## src/rtl/button_reader_pkg.sv

```systemverilog
// Shared constants and types for the button reader.
// Holds default sizes, debounce counter width and the event FSM states.
package button_reader_pkg;

  localparam int N_BTN_DEF    = 8;
  localparam int DEBOUNCE_DEF = 250000;

  function automatic int cnt_width(input int d);
    return (d > 1) ? $clog2(d) : 1;
  endfunction

  localparam int CNT_W = cnt_width(DEBOUNCE_DEF);

  typedef enum logic {
    IDLE,
    PENDING
  } evt_state_t;

endpackage

```

## src/rtl/button_reader_btn_debounce.sv

```systemverilog
// Single-bit debouncer: 2-flop sync, invert, stable-count, edge strobes.
// Ports: clock, rst_n, sw_raw (active-low raw) -> state, press_pulse, release_pulse.
module btn_debounce
  import button_reader_pkg::*;
#(
  parameter int DEBOUNCE_CYCLES = DEBOUNCE_DEF
) (
  input  logic clock,
  input  logic rst_n,
  input  logic sw_raw,
  output logic state,
  output logic press_pulse,
  output logic release_pulse
);

  localparam int CW = cnt_width(DEBOUNCE_CYCLES);
  localparam logic [CW-1:0] CNT_LAST = CW'(DEBOUNCE_CYCLES - 1);

  logic          sync1;
  logic          sync2;
  logic          level;
  logic [CW-1:0] cnt;

  // Synchronizer idles at the released level so reset never looks like a press.
  always_ff @(posedge clock) begin
    if (!rst_n) begin
      sync1 <= 1'b1;
      sync2 <= 1'b1;
    end else begin
      sync1 <= sw_raw;
      sync2 <= sync1;
    end
  end

  assign level = ~sync2;

  always_ff @(posedge clock) begin
    if (!rst_n) begin
      cnt           <= '0;
      state         <= 1'b0;
      press_pulse   <= 1'b0;
      release_pulse <= 1'b0;
    end else begin
      press_pulse   <= 1'b0;
      release_pulse <= 1'b0;
      if (level == state) begin
        cnt <= '0;
      end else if (cnt == CNT_LAST) begin
        cnt           <= '0;
        state         <= ~state;
        press_pulse   <= ~state;
        release_pulse <= state;
      end else begin
        cnt <= cnt + 1'b1;
      end
    end
  end

endmodule

```

## src/rtl/button_reader.sv

```systemverilog
// Debounced button reader with press/release strobes and a press-event handshake.
// Ports: clock, MSS_RESET_N, SW -> state, press_pulse, release_pulse,
//        evt_valid/evt_data/evt_ready, evt_overflow, press_count (BTN_READER_COUNT_EN).
module button_reader
  import button_reader_pkg::*;
#(
  parameter int N_BTN           = N_BTN_DEF,
  parameter int DEBOUNCE_CYCLES = DEBOUNCE_DEF
) (
  input  logic             clock,
  input  logic             MSS_RESET_N,
  input  logic [N_BTN-1:0] SW,
  output logic [N_BTN-1:0] state,
  output logic [N_BTN-1:0] press_pulse,
  output logic [N_BTN-1:0] release_pulse,
  output logic             evt_valid,
  output logic [N_BTN-1:0] evt_data,
  input  logic             evt_ready,
`ifdef BTN_READER_COUNT_EN
  output logic             evt_overflow,
  output logic [7:0]       press_count
`else
  output logic             evt_overflow
`endif
);

  for (genvar i = 0; i < N_BTN; i++) begin : g_btn
    btn_debounce #(
      .DEBOUNCE_CYCLES(DEBOUNCE_CYCLES)
    ) u_db (
      .clock        (clock),
      .rst_n        (MSS_RESET_N),
      .sw_raw       (SW[i]),
      .state        (state[i]),
      .press_pulse  (press_pulse[i]),
      .release_pulse(release_pulse[i])
    );
  end

  evt_state_t st;
  logic       any_press;

  assign any_press = |press_pulse;
  assign evt_valid = (st == PENDING);

  always_ff @(posedge clock) begin
    if (!MSS_RESET_N) begin
      st           <= IDLE;
      evt_data     <= '0;
      evt_overflow <= 1'b0;
    end else begin
      unique case (st)
        IDLE: begin
          if (any_press) begin
            evt_data <= press_pulse;
            st       <= PENDING;
          end
        end
        PENDING: begin
          if (evt_ready) begin
            if (any_press) evt_data <= press_pulse;
            else           st       <= IDLE;
          end else if (any_press) begin
            // Consumer is late: fold new presses in and flag the loss.
            evt_data     <= evt_data | press_pulse;
            evt_overflow <= 1'b1;
          end
        end
        default: st <= IDLE;
      endcase
    end
  end

`ifdef BTN_READER_COUNT_EN
  logic [7:0] pop;

  always_comb begin
    pop = '0;
    for (int i = 0; i < N_BTN; i++) pop = pop + 8'(press_pulse[i]);
  end

  always_ff @(posedge clock) begin
    if (!MSS_RESET_N) press_count <= '0;
    else              press_count <= press_count + pop;
  end
`endif

endmodule

```

## config.mk

```make
export PLATFORM = sky130hd
export DESIGN_NAME = button_reader
export DESIGN_NICKNAME = d
export VERILOG_FILES = /design/src/rtl/button_reader_pkg.sv /design/src/rtl/button_reader_btn_debounce.sv /design/src/rtl/button_reader.sv
export SDC_FILE = /design/constraint.sdc
export NUM_CORES = 1
export LEC_CHECK = 0
export ABC_AREA = 1
export CAP_MARGIN = 0
export CELL_PAD_IN_SITES_DETAIL_PLACEMENT = 0
export CELL_PAD_IN_SITES_GLOBAL_PLACEMENT = 1
export CORE_MARGIN = 5
export CORE_UTILIZATION = 33
export CTS_CLUSTER_DIAMETER = 200
export CTS_CLUSTER_SIZE = 24
export DETAILED_ROUTE_END_ITERATION = 12
export PLACE_DENSITY_LB_ADDON = 0.25
export SYNTH_ARGS = -nofsm -noshare
export SYNTH_HDL_FRONTEND = slang
export SYNTH_HIERARCHICAL = 1
export SYNTH_SLANG_ARGS = --single-unit
```

## constraint.sdc

```tcl
create_clock -name clock -period 1.4 [get_ports clock]
set_input_delay 0.21 -clock clock [delete_from_list [all_inputs] [get_ports clock]]
set_output_delay 0.21 -clock clock [all_outputs]
set_load 0.005 [all_outputs]
```

==> results.tsv <==
stage	metric	value	unit
global_routing	largest net degree at the start of global routing	44	
clocking	Clock Latency Late Sink	0.42	ns
routing	post-route ant nets	0	
floorplan	Initial Utilization	0.333	
floorplan	FP Rows	61	
clocking	CTS Buffer Depth	2	
synth	syn avg cell area	7.42	sq um
sta	clk_skew	0.0140	ns
critical_path	worst-path fanout max	5	
sta	final setup fails	0	
floorplan	I/O pins	45	
cells_and_area	Layout Nets	1409	
clocking	Root Buffer	clkbuf_16	
cells_and_area	fillers	2916	
pwr	leakage power	3.93	nW
global_routing	first-pass GRT wire length	35300	um
place	post-detail-place hpwl	14700	um
routing	Detailed Route Iter0 Violations	401	
synth	count of unique library cells instantiated by Yosys	24	
cells_and_area	layout cells sized above 1	0.264	
flow_run	Max-Cap Viols	0	
synth	most frequent cells after synthesis	nand2_1 (299), nor2_1 (200), dfxtp_1 (194), inv_1 (107), nand3_1 (89)	
sta	crit path time final	1.34	ns
pwr	Power Dens Cells	938	nW/um^2
sta	Max Freq	744	MHz
routing	WL per Instance	12.2	um
critical_path	Worst Path Arrival	1.65	ns
clocking	clock slew at the register clock pins of the worst setup and hold paths	0.07	ns
global_routing	Overflow after GRT	0	
cells_and_area	area delta synth->final	28.8	%
sta	hold slack	0.348	ns
clocking	htree depth	4	
floorplan	die height	177	um
routing	vias post-DR	7813	
synth	Syn Nets	1260	
critical_path	crit start category	flop	
cells_and_area	FF/Latch Area	3940	sq um
floorplan	Die Width	177	um
critical_path	crit path kind	reg2reg	
routing	DRT Pass-1 Iters	4	
clocking	CTS buffer count	17	
sta	Hold Vio Cnt, Final	0	
floorplan	Core Area	27600	sq um
pwr	total chip power	0.0111	W
status	status	finished, final reports clean	
cells_and_area	utilization after layout	0.429	
synth	Post-synth ARST share	0	
synth	number of synthesized register bits	194	
pwr	worst vdd ir	0.575	mV
clocking	CTS sink count	194	
sta	setup tns final	0	ns
synth	Syn. warnings	6	
synth	EDFF count, synth	0	
cells_and_area	area of the multi-input gates	5330	sq um
synth	Mapped Area	9210	sq um
sta	slew margin rel.	0.693	
floorplan	DIE AREA	31300	sq um
synth	top-area cell type share of the netlist area	0.422	
place	dpl cells	1705	
sta	RSZ-0062 raised after global routing	true	
routing	vias per cell	4.39	
hold_path	HP Class	in2reg	
critical_path	Worst EP required	1.71	ns
cells_and_area	final non-filler cell total	1780	
global_routing	vias in the first global route	7345	
global_routing	antenna violations before repair	0	
sta	max-slew violation count	0	
sta	worst-margin pin slew	0.460	ns
synth	most frequent cell after synthesis	nand2_1	
synth	Synth area leaders	dfxtp_1 (42%), nand2_1 (12%), nor2_1 (8.2%)	
routing	DRC viols	0	
global_routing	GR Util All Layers	0.137	
synth	ys flop type	dfxtp_1	
synth	register area share after synthesis	0.422	
place	RePlAce Congestion	0.787	
routing	Routed WL	21700	um
cells_and_area	Antenna Cells	0	
synth	gate count of the mapped netlist	1241	
critical_path	Crit. End Element	flop	
place	IO Port Bufs	44	
critical_path	FF-to-FF setup slack	0.06	ns
clocking	TritonCTS clock tree	done	
synth	area leader, netlist	dfxtp_1	
sta	Final Cycle Share	0.960	
## cell type report
type                            instances  area share
Inverter                              116      0.0367
Clock buffer                           20      0.0385
Clock inverter                         11      0.0150
Sequential cell                       194       0.332
Timing Repair Buffer                  120      0.0889
Tap cell                              378      0.0399
Multi-Input combinational cell        941       0.449
## path summary, 6_finish.rpt
kind / from / cells after the start / end
worst max-delay path: g_btn[7].u_db/cnt[1] / 8 / g_btn[7].u_db/cnt[9]
worst max register to register: g_btn[7].u_db/cnt[1] / 8 / g_btn[7].u_db/cnt[9]
worst min register to register: g_btn[1].u_db/sync1 / 1 / g_btn[1].u_db/sync2
worst min-delay path: SW[3] / 2 / g_btn[3].u_db/sync1
## flip-flops by register name, summed over array words and instances, names as in the netlist
register,cells
evt_data,8
evt_overflow,1
evt_valid,1
g_btn.u_db/cnt,144
g_btn.u_db/press_pulse,8
g_btn.u_db/release_pulse,8
g_btn.u_db/state,8
g_btn.u_db/sync1,8
g_btn.u_db/sync2,8
## what timing repair did
action	in CTS	in global routing
pin swaps	1	30
setup endpoints to repair	146	158
endpoints found under the hold margin	0	0
resized for setup	62	84
cloned	9	10
hold buffers	0	0
buffers inserted	12	13
## worst max-delay path, stage by stage, from the launching register on
cell and delay (ns):
dfxtp_2 0.35, ha_4 0.14, nand2_2 0.07, nor2_4 0.17, inv_2 0.08, nor2_4 0.11, nand2_4 0.11, nand3_4 0.13
nor2_1 0.06
## cells in the final DEF (no fill, tap or decap), types with 2 or more instances in the layout
master / Yosys / final
nand3_4: 8 / 23
buf_4: 0 / 67
bufinv_16: 0 / 4
buf_12: 7 / 5
nor2_4: 16 / 23
dfxtp_4: 0 / 5
nand3_2: 0 / 9
ha_4: 0 / 8
a21oi_1: 58 / 53
inv_1: 107 / 107
clkdlybuf4s50_1: 0 / 9
nand3_1: 89 / 83
clkbuf_8: 0 / 2
a21oi_2: 0 / 5
dfxtp_2: 0 / 28
nand2_2: 24 / 23
nand2_1: 299 / 290
dlygate4sd2_1: 0 / 34
nor2_2: 87 / 94
clkinv_4: 0 / 2
nor2_1: 200 / 186
inv_2: 8 / 8
dfxtp_1: 194 / 161
o21ai_0: 8 / 7
or2_2: 24 / 24
xor2_1: 32 / 32
or2_0: 14 / 14
nand2_4: 0 / 10
buf_6: 1 / 3
nand4_1: 12 / 12
clkbuf_16: 0 / 18
clkinvlp_4: 0 / 2
xnor2_1: 39 / 39
nor3_1: 3 / 2
## report_power, final
part | switching [W] | internal [W] | total (W)
Clock | 0.00220 | 0.00310 | 0.00530
Combinational | 0.000164 | 0.000110 | 0.000274
Sequential | 0.0000152 | 0.00553 | 0.00555
Total | 0.00238 | 0.00875 | 0.0111
## stage by stage
stage,cell area (sq um),setup WS (ns)
6_report,11900,0.0566
5_1_grt,11900,-0.0388
4_1_cts,11300,-0.0000322
3_5_place_dp,10400,-0.0638
3_3_place_gp,10400,-0.00619
2_1_floorplan,9230,0.0235
## per-layer routing
metal  GRT usage  part of all wire  up-vias
met5           0                 0        -
met4      0.0358             0.011        0
met3      0.0235             0.021       15
met2       0.230              0.48       56
met1       0.183              0.49     3540
li1            -                 -     4202
## cells by family after synthesis
logic type | after synthesis | synth area share
compound gates | 67 | 0.0376
simple gates | 777 | 0.398
xor+xnor | 71 | 0.0675
fa+ha+maj | 8 | 0.0109
buf+inv | 124 | 0.0637
flops | 194 | 0.422
No activity file was read; power rests on OpenSTA's default activity.
